`src/rtl/grid_sweeper_pkg.sv`:
```
// Shared constants, state encoding and helpers for the grid sweeper.
// Module parameters default to these values so the defaults live in one place.
package grid_sweeper_pkg;

  localparam int DEF_X_BITS        = 8;
  localparam int DEF_Y_BITS        = 7;
  localparam int DEF_X_CELLS       = 160;
  localparam int DEF_Y_CELLS       = 120;
  localparam int DEF_SETTLE_CYCLES = 3;
  localparam int SETTLE_W          = 4;

  typedef enum logic [2:0] {
    IDLE,
    SETTLE,
    WRITE,
    ADVANCE,
    DONE
  } sweep_state_t;

  // Eight-bit increment that sticks at all-ones instead of wrapping.
  function automatic logic [7:0] sat_inc(input logic [7:0] value);
    return (value == 8'hFF) ? value : value + 8'd1;
  endfunction

endpackage

```
`src/rtl/grid_sweeper_if.sv`:
```
// Control and status bundle between the game sequencer and the grid sweeper.
// The sweeper uses the slave side; whoever drives RUN/pause/tick uses master.
interface grid_sweeper_if
  import grid_sweeper_pkg::*;
#(
  parameter int X_bits = DEF_X_BITS,
  parameter int Y_bits = DEF_Y_BITS
);

  logic              RUN;
  logic              KEY_PAUSE;
  logic              game_tick;
  logic [X_bits-1:0] writeLoc_x;
  logic [Y_bits-1:0] writeLoc_y;
  logic              write_flag;
  logic              hold_locs;
  logic              busy;
  logic              sweep_done;
  logic [7:0]        overrun_cnt;

  modport master (
    output RUN, KEY_PAUSE, game_tick,
    input  writeLoc_x, writeLoc_y, write_flag, hold_locs, busy, sweep_done, overrun_cnt
  );

  modport slave (
    input  RUN, KEY_PAUSE, game_tick,
    output writeLoc_x, writeLoc_y, write_flag, hold_locs, busy, sweep_done, overrun_cnt
  );

endinterface

```
`src/rtl/grid_sweeper_settle_timer.sv`:
```
// Loadable down-counter that times the per-cell settle window.
// Load wins over hold; the count parks at zero until reloaded.
module grid_sweeper_settle_timer
  import grid_sweeper_pkg::*;
(
  input  logic                Clk,
  input  logic                Reset_n,
  input  logic                load,
  input  logic [SETTLE_W-1:0] load_value,
  input  logic                hold,
  output logic                zero
);

  logic [SETTLE_W-1:0] count;

  always_ff @(posedge Clk or negedge Reset_n) begin
    if (!Reset_n) begin
      count <= '0;
    end else if (load) begin
      count <= load_value;
    end else if (!hold && (count != '0)) begin
      count <= count - 1'b1;
    end
  end

  assign zero = (count == '0);

endmodule

```
`src/rtl/grid_sweeper.sv`:
```
// Walks every grid cell once per game tick, giving the environment cache time
// to settle on each cell before issuing a single commit strobe.
module grid_sweeper
  import grid_sweeper_pkg::*;
#(
  parameter int X_bits        = DEF_X_BITS,
  parameter int Y_bits        = DEF_Y_BITS,
  parameter int X_CELLS       = DEF_X_CELLS,
  parameter int Y_CELLS       = DEF_Y_CELLS,
  parameter int SETTLE_CYCLES = DEF_SETTLE_CYCLES
) (
  input logic           Clk,
  input logic           Reset_n,
  grid_sweeper_if.slave sweep_bus
);

  localparam logic [X_bits-1:0]   X_LAST      = X_bits'(X_CELLS - 1);
  localparam logic [Y_bits-1:0]   Y_LAST      = Y_bits'(Y_CELLS - 1);
  localparam logic [SETTLE_W-1:0] SETTLE_LOAD = SETTLE_W'(SETTLE_CYCLES - 1);

  sweep_state_t      state, state_next;
  logic [X_bits-1:0] x_q, x_next;
  logic [Y_bits-1:0] y_q, y_next;
  logic [7:0]        overrun_q, overrun_next;
  logic              write_flag_q, write_flag_next;
  logic              hold_locs_q, hold_locs_next;
  logic              busy_q, busy_next;
  logic              sweep_done_q, sweep_done_next;
  logic              settle_load, settle_hold, settle_zero;

  grid_sweeper_settle_timer settle_timer (
    .Clk        (Clk),
    .Reset_n    (Reset_n),
    .load       (settle_load),
    .load_value (SETTLE_LOAD),
    .hold       (settle_hold),
    .zero       (settle_zero)
  );

  // Every output is a register loaded from the next-state decode, so the
  // status flags always line up with the state they describe.
  always_ff @(posedge Clk or negedge Reset_n) begin
    if (!Reset_n) begin
      state        <= IDLE;
      x_q          <= '0;
      y_q          <= '0;
      overrun_q    <= '0;
      write_flag_q <= 1'b0;
      hold_locs_q  <= 1'b1;
      busy_q       <= 1'b0;
      sweep_done_q <= 1'b0;
    end else begin
      state        <= state_next;
      x_q          <= x_next;
      y_q          <= y_next;
      overrun_q    <= overrun_next;
      write_flag_q <= write_flag_next;
      hold_locs_q  <= hold_locs_next;
      busy_q       <= busy_next;
      sweep_done_q <= sweep_done_next;
    end
  end

  always_comb begin
    state_next      = state;
    x_next          = x_q;
    y_next          = y_q;
    overrun_next    = overrun_q;
    sweep_done_next = 1'b0;
    settle_load     = 1'b0;
    settle_hold     = 1'b1;

    case (state)
      IDLE: begin
        if (sweep_bus.game_tick && sweep_bus.RUN && sweep_bus.KEY_PAUSE) begin
          state_next  = SETTLE;
          x_next      = '0;
          y_next      = '0;
          settle_load = 1'b1;
        end
      end
      SETTLE: begin
        if (sweep_bus.KEY_PAUSE) begin
          settle_hold = 1'b0;
          if (settle_zero) begin
            state_next = WRITE;
          end
        end
      end
      WRITE: begin
        state_next = ADVANCE;
      end
      ADVANCE: begin
        // The final cell leaves the coordinates alone; DONE clears them.
        if (x_q == X_LAST) begin
          if (y_q == Y_LAST) begin
            state_next = DONE;
          end else begin
            x_next      = '0;
            y_next      = y_q + 1'b1;
            state_next  = SETTLE;
            settle_load = 1'b1;
          end
        end else begin
          x_next      = x_q + 1'b1;
          state_next  = SETTLE;
          settle_load = 1'b1;
        end
      end
      DONE: begin
        sweep_done_next = 1'b1;
        x_next          = '0;
        y_next          = '0;
        state_next      = IDLE;
      end
      default: begin
        state_next = IDLE;
      end
    endcase

    if (sweep_bus.game_tick && (state != IDLE)) begin
      overrun_next = sat_inc(overrun_q);
    end

    // Leaving run mode abandons the sweep outright, including a pending done pulse.
    if (!sweep_bus.RUN) begin
      state_next      = IDLE;
      x_next          = '0;
      y_next          = '0;
      sweep_done_next = 1'b0;
      settle_load     = 1'b0;
      settle_hold     = 1'b1;
    end

    write_flag_next = (state_next == WRITE);
    busy_next       = (state_next inside {SETTLE, WRITE, ADVANCE});
    hold_locs_next  = (state_next != ADVANCE);
  end

  assign sweep_bus.writeLoc_x  = x_q;
  assign sweep_bus.writeLoc_y  = y_q;
  assign sweep_bus.write_flag  = write_flag_q;
  assign sweep_bus.hold_locs   = hold_locs_q;
  assign sweep_bus.busy        = busy_q;
  assign sweep_bus.sweep_done  = sweep_done_q;
  assign sweep_bus.overrun_cnt = overrun_q;

endmodule

```
`src/flat_wrapper.sv`:
```
// flat-port wrapper written by rule: the top's interface ports become plain ports
module grid_sweeper_flat import grid_sweeper_pkg::*;
#(
  parameter int X_bits        = DEF_X_BITS,
  parameter int Y_bits        = DEF_Y_BITS,
  parameter int X_CELLS       = DEF_X_CELLS,
  parameter int Y_CELLS       = DEF_Y_CELLS,
  parameter int SETTLE_CYCLES = DEF_SETTLE_CYCLES
)
  (Clk, Reset_n, sweep_bus_RUN, sweep_bus_KEY_PAUSE, sweep_bus_game_tick, sweep_bus_writeLoc_x, sweep_bus_writeLoc_y, sweep_bus_write_flag, sweep_bus_hold_locs, sweep_bus_busy, sweep_bus_sweep_done, sweep_bus_overrun_cnt);
  grid_sweeper_if #(.X_bits(X_bits), .Y_bits(Y_bits)) sweep_bus_i ();
  input logic Clk;
  input logic Reset_n;
  input wire logic [$bits(sweep_bus_i.RUN)-1:0] sweep_bus_RUN;
  input wire logic [$bits(sweep_bus_i.KEY_PAUSE)-1:0] sweep_bus_KEY_PAUSE;
  input wire logic [$bits(sweep_bus_i.game_tick)-1:0] sweep_bus_game_tick;
  output wire logic [$bits(sweep_bus_i.writeLoc_x)-1:0] sweep_bus_writeLoc_x;
  output wire logic [$bits(sweep_bus_i.writeLoc_y)-1:0] sweep_bus_writeLoc_y;
  output wire logic [$bits(sweep_bus_i.write_flag)-1:0] sweep_bus_write_flag;
  output wire logic [$bits(sweep_bus_i.hold_locs)-1:0] sweep_bus_hold_locs;
  output wire logic [$bits(sweep_bus_i.busy)-1:0] sweep_bus_busy;
  output wire logic [$bits(sweep_bus_i.sweep_done)-1:0] sweep_bus_sweep_done;
  output wire logic [$bits(sweep_bus_i.overrun_cnt)-1:0] sweep_bus_overrun_cnt;
  assign sweep_bus_i.RUN = sweep_bus_RUN;
  assign sweep_bus_i.KEY_PAUSE = sweep_bus_KEY_PAUSE;
  assign sweep_bus_i.game_tick = sweep_bus_game_tick;
  assign sweep_bus_writeLoc_x = sweep_bus_i.writeLoc_x;
  assign sweep_bus_writeLoc_y = sweep_bus_i.writeLoc_y;
  assign sweep_bus_write_flag = sweep_bus_i.write_flag;
  assign sweep_bus_hold_locs = sweep_bus_i.hold_locs;
  assign sweep_bus_busy = sweep_bus_i.busy;
  assign sweep_bus_sweep_done = sweep_bus_i.sweep_done;
  assign sweep_bus_overrun_cnt = sweep_bus_i.overrun_cnt;
  grid_sweeper #(.X_bits(X_bits), .Y_bits(Y_bits), .X_CELLS(X_CELLS), .Y_CELLS(Y_CELLS), .SETTLE_CYCLES(SETTLE_CYCLES)) u_core (.Clk(Clk), .Reset_n(Reset_n), .sweep_bus(sweep_bus_i));
endmodule
```
`config.mk`:
```
export PLATFORM = sky130hd
export DESIGN_NAME = grid_sweeper_flat
export DESIGN_NICKNAME = d
export VERILOG_FILES = /design/src/rtl/grid_sweeper_pkg.sv /design/src/rtl/grid_sweeper_if.sv /design/src/rtl/grid_sweeper_settle_timer.sv /design/src/rtl/grid_sweeper.sv /design/src/flat_wrapper.sv
export SDC_FILE = /design/constraint.sdc
export NUM_CORES = 1
export LEC_CHECK = 0
export BUFFER_PORTS_ARGS = -buffer_cell sky130_fd_sc_hd__buf_2
export CAP_MARGIN = 40
export CORE_UTILIZATION = 55
export CTS_BUF_LIST = sky130_fd_sc_hd__clkbuf_2 sky130_fd_sc_hd__clkbuf_4 sky130_fd_sc_hd__clkbuf_8
export CTS_CLUSTER_DIAMETER = 50
export CTS_CLUSTER_SIZE = 12
export DETAILED_ROUTE_END_ITERATION = 8
export GPL_TIMING_DRIVEN = 0
export PLACE_DENSITY = 0.89
export SLEW_MARGIN = 25
export SYNTH_ARGS = -nofsm -noshare
export SYNTH_HDL_FRONTEND = slang
export SYNTH_SLANG_ARGS = --single-unit
```
`constraint.sdc`:
```
create_clock -name Clk -period 2.3 [get_ports Clk]
set_input_delay 0.115 -clock Clk [delete_from_list [all_inputs] [get_ports Clk]]
set_output_delay 0.115 -clock Clk [all_outputs]
set_load 0.05 [all_outputs]
```
==> summary.md <==
| Metric | Value |
|---|---|
| CTS clk-pin slew, worst paths | around 90 ps |
| Gate count of the mapped netlist | between 150 and 200 |
| CP Data Required Time | about 2500 ps |
| Max VDD drop | 0.584 mV |
| Fin crit share | between 80 and 90% |
| Setup Skew | 8.99 ps |
| CP startpoint kind | flop |
| #FFs+latches synth | 34 |
| WHS Endpoint | u_core.sweep_bus.busy$_DFF_PN0_ |
| HPWL Detailed | between 2 and 2.5 mm |
| Slew HR | 47.1% |
| Die area | 3400 µm² |
| Via count | 1472 |
| Residual DRC | 0 |
| RePlAce Congestion | a little under 0.8 |
| Most numerous cell in the Yosys netlist | dfrtp_1 |
| Post-Synth Adder-Cell Area | 2.87% |
| CTS tree | done |
| Post-CTS setup buffers | 0 |
| Simple-gate share of the synthesized area | around 26% |
| Number of global-route vias before repair | ~1300 |
| Global-route wire length before repair | between 5 and 6 mm |
| Via-per-instance ratio | approximately 5.6 |
| WL per Instance | 12.6 µm |
| HP Class | input pin to flop |
| Synth Warn # | 0 |
| Psw | approximately 450 µW |
| Port bufs | 31 |
| Root Driver | clkbuf_4 |
| Fin nets | 231 |
| Layout cells sized above 1 | between 20% and 30% |
| Final min period | 2050 ps |
| Pins Over Slew Limit | 0 |
| Post-synthesis sequential area ratio | 48.9% |
| All-Layer GR Usage | 22.5% |
| # diodes | 0 |
| Top area cells in the synthesized netlist | dfrtp_1 47%, nand2_1 4.3%, nor2_1 3.4% |
| Drt first pass iters | 4 |
| Grt total ovfl | 0 |
| Area grow syn2layout | 17.2% |
| Worst hold slack | 117 ps |
| Synth top area share | roughly 47% |
| CTS max path bufs | 2 |
| Setup-failing EPs final | 0 |
| Avg Cell Area, Syn | roughly 9.6 µm² |
| Ys flop type | dfrtp_1 |
| Initial Util | 57.5% |
| Power per cell area | around 670 nW/µm² |
| Critical path's top delay family | simple AND/OR/NAND/NOR gates |
| Initial antenna violation count | 0 |
| Worst-path cell chain | or3b_1, nor4_1, o21a_1, nor2b_1, or2_2 |
| Register-to-Register Path Depth | 5 |
| Leakage | about 1.0 nW |
| Post-synthesis compound-gate area fraction | 13.1% |
| Sw Share | around 33% |
| FILL cells | roughly 250 |
| Internal Power | 905 µW |
| Seq. cell area | between 800 and 900 µm² |
| Crit path max fanout | 7 |
| Worst r2r dst | u_core.settle_timer.count[1]$_DFFE_PN0P_ |
| Max frequency | between 400 and 500 MHz |
| Synth cell count leaders | 33 x dfrtp_1, 20 x nand2_1, 16 x nor2_1, 11 x o21ai_0, 10 x a21oi_1 |
| Antenna Nets Post-Route | 0 |
| Rows | 20 |
| Status | finished clean |
| Tot Pwr | 1.36 mW |
| Hold-fix buffers, CTS | 1 |
| Drt total wl | approximately 3.3 mm |
| Worst-margin pin slew | 783 ps |
| DRT iter0 DRCs | 44 |
| Hold path start | sweep_bus_RUN |
| Dpl cell area | about 2000 µm² |
| Library cells used by synthesis | 43 |
| Kind of critical path | flop to flop |
| Die width | just under 60 µm |
| Post-synth EDFFs | 0 |
| Final Hold Fails | 0 |
| Sink Count | 34 |
| FF-to-FF Start | u_core.sweep_bus.writeLoc_x[5]$_DFFE_PN0P_ |
| Worst path bufs/invs | 0 |
| Total CTS buffers | 5 |
| Skew-Pair Late Insertion Delay | ~330 ps |
| Crit-path max cell delay | between 400 and 500 ps |
| Logic pwr share | about a quarter |
| Post-Synth XOR/XNOR Area | approximately 4.5% |
| RSZ-0062 raised after global routing | false |
| Net count after synthesis | ~190 |
| Crit end category | flop |
| Mux cell area share after synthesis | between 1.5 and 2% |
| Reg2reg setup slack | 250 ps |
| Seq pwr share | between 50% and 60% |
| H-Tree Depth | 2 |
| TNS Setup | 0 ps |
| Post-CTS resize count | 0 |
| Post-Route Utilization | approximately two thirds |
| Hold path depth | 3 |
| Clock network fraction of design power | about 23% |
| Multi-input logic area | roughly 840 µm² |
| CP arrival | around 2300 ps |
| Main combinational cell family by area after synthesis | simple AND/OR/NAND/NOR gates |
| IO Pins | 32 |
| Max-cap violation count | 0 |
| Async S/R FF share, synth | 100% |
| Post-synth top area cell | dfrtp_1 |
| Core ar. | between 3000 and 4000 µm² |
| Slowest CP cell | dfrtp_1 |
| Final instance area | approximately 2000 µm² |
| Synthesized area | between 1500 and 2000 µm² |
| Pin count of the biggest net entering global routing | 35 |
| Die H | about 60 µm |
==> worst reg2reg max path, delay by kind of cell (launching register included) <==
family	cells	cell delay [ps]
and+or+nand+nor	4	1260
DFF	1	450
AOI/OAI and AO/OA	1	220
==> power groups by stage <==
stage	Clock [mW]	Combinational (mW)	Sequential [mW]
after floorplan	0	0.142	0.825
after CTS	0.321	0.339	0.707
after global placement	0	0.328	0.715
final	0.312	0.342	0.706
after detailed placement	0	0.336	0.718
after global routing	0.345	0.378	0.717
==> cells by family after synthesis <==
| family | count (synthesis) |
|---|---|
| and+or+nand+nor | 86 |
| adders and majority gates | 4 |
| buffers and inverters | 9 |
| DFF | 34 |
| muxes | 3 |
| AOI/OAI and AO/OA | 37 |
| xor gates and xnor gates | 9 |
==> sequential cells by signal, summed over array words and instances (netlist names) <==
register                      cells
u_core.sweep_bus.writeLoc_x       8
u_core.sweep_bus.busy             1
u_core.sweep_bus.writeLoc_y       7
u_core.sweep_bus.overrun_cnt      8
u_core.settle_timer.count         4
u_core.sweep_bus.write_flag       1
u_core.state                      3
u_core.sweep_bus.hold_locs        1
u_core.sweep_bus.sweep_done       1
==> layout make-up <==
type	instances	area share [%]
inverter	4	0.736
multi-input combinational	139	41.1
timing repair buffer	33	9.44
sequential	34	41.8
tap	44	2.70
buffer	5	1.78
clock buffer	6	2.51
==> routing by layer <==
| metal | wire (µm) | global-route usage [%] | vias to the layer above |
|---|---|---|---|
| met5 | 0 | 0 | - |
| met4 | 48 | 7.14 | 0 |
| met3 | 157 | 6.03 | 5 |
| met2 | 1540 | 34.2 | 40 |
| met1 | 1590 | 31.8 | 694 |
| li1 | - | - | 733 |
==> metrics by stage <==
stage	setup slack, ps	cells
after floorplan	184	182
after global placement	258	257
after detailed placement	265	257
after CTS	239	264
after global routing	66.6	265
final	254	265
==> how the worst max path moves through the flow <==
stage	from	endpoint	cells after the start
after floorplan	u_core.sweep_bus.writeLoc_x[1]$_DFFE_PN0P_	u_core.settle_timer.count[1]$_DFFE_PN0P_	6
after global placement	u_core.sweep_bus.writeLoc_x[5]$_DFFE_PN0P_	u_core.settle_timer.count[1]$_DFFE_PN0P_	5
after detailed placement	u_core.sweep_bus.writeLoc_x[5]$_DFFE_PN0P_	u_core.settle_timer.count[1]$_DFFE_PN0P_	5
after CTS	u_core.sweep_bus.writeLoc_x[5]$_DFFE_PN0P_	u_core.settle_timer.count[1]$_DFFE_PN0P_	5
after global routing	u_core.sweep_bus.writeLoc_x[5]$_DFFE_PN0P_	u_core.settle_timer.count[1]$_DFFE_PN0P_	5
final	u_core.sweep_bus.writeLoc_x[5]$_DFFE_PN0P_	u_core.settle_timer.count[1]$_DFFE_PN0P_	5
==> layout by cell type, fill, tap and decap left out, drive strengths merged, types with 3 or more instances in the layout <==
cell,synthesis,final
o21ai,12,12
buf,4,36
nand2b,3,3
o21a,3,3
nor3,3,3
or2,4,4
a31oi,3,3
nand3,6,6
inv,4,4
dfrtp,33,33
xnor2,5,5
ha,4,4
clkbuf,1,7
or3,5,5
nand2,20,20
a21oi,11,11
and3,5,5
nor2,16,16
nand4,9,9
xor2,4,4
nor2b,3,3
Power figures use the tool's default switching activity.
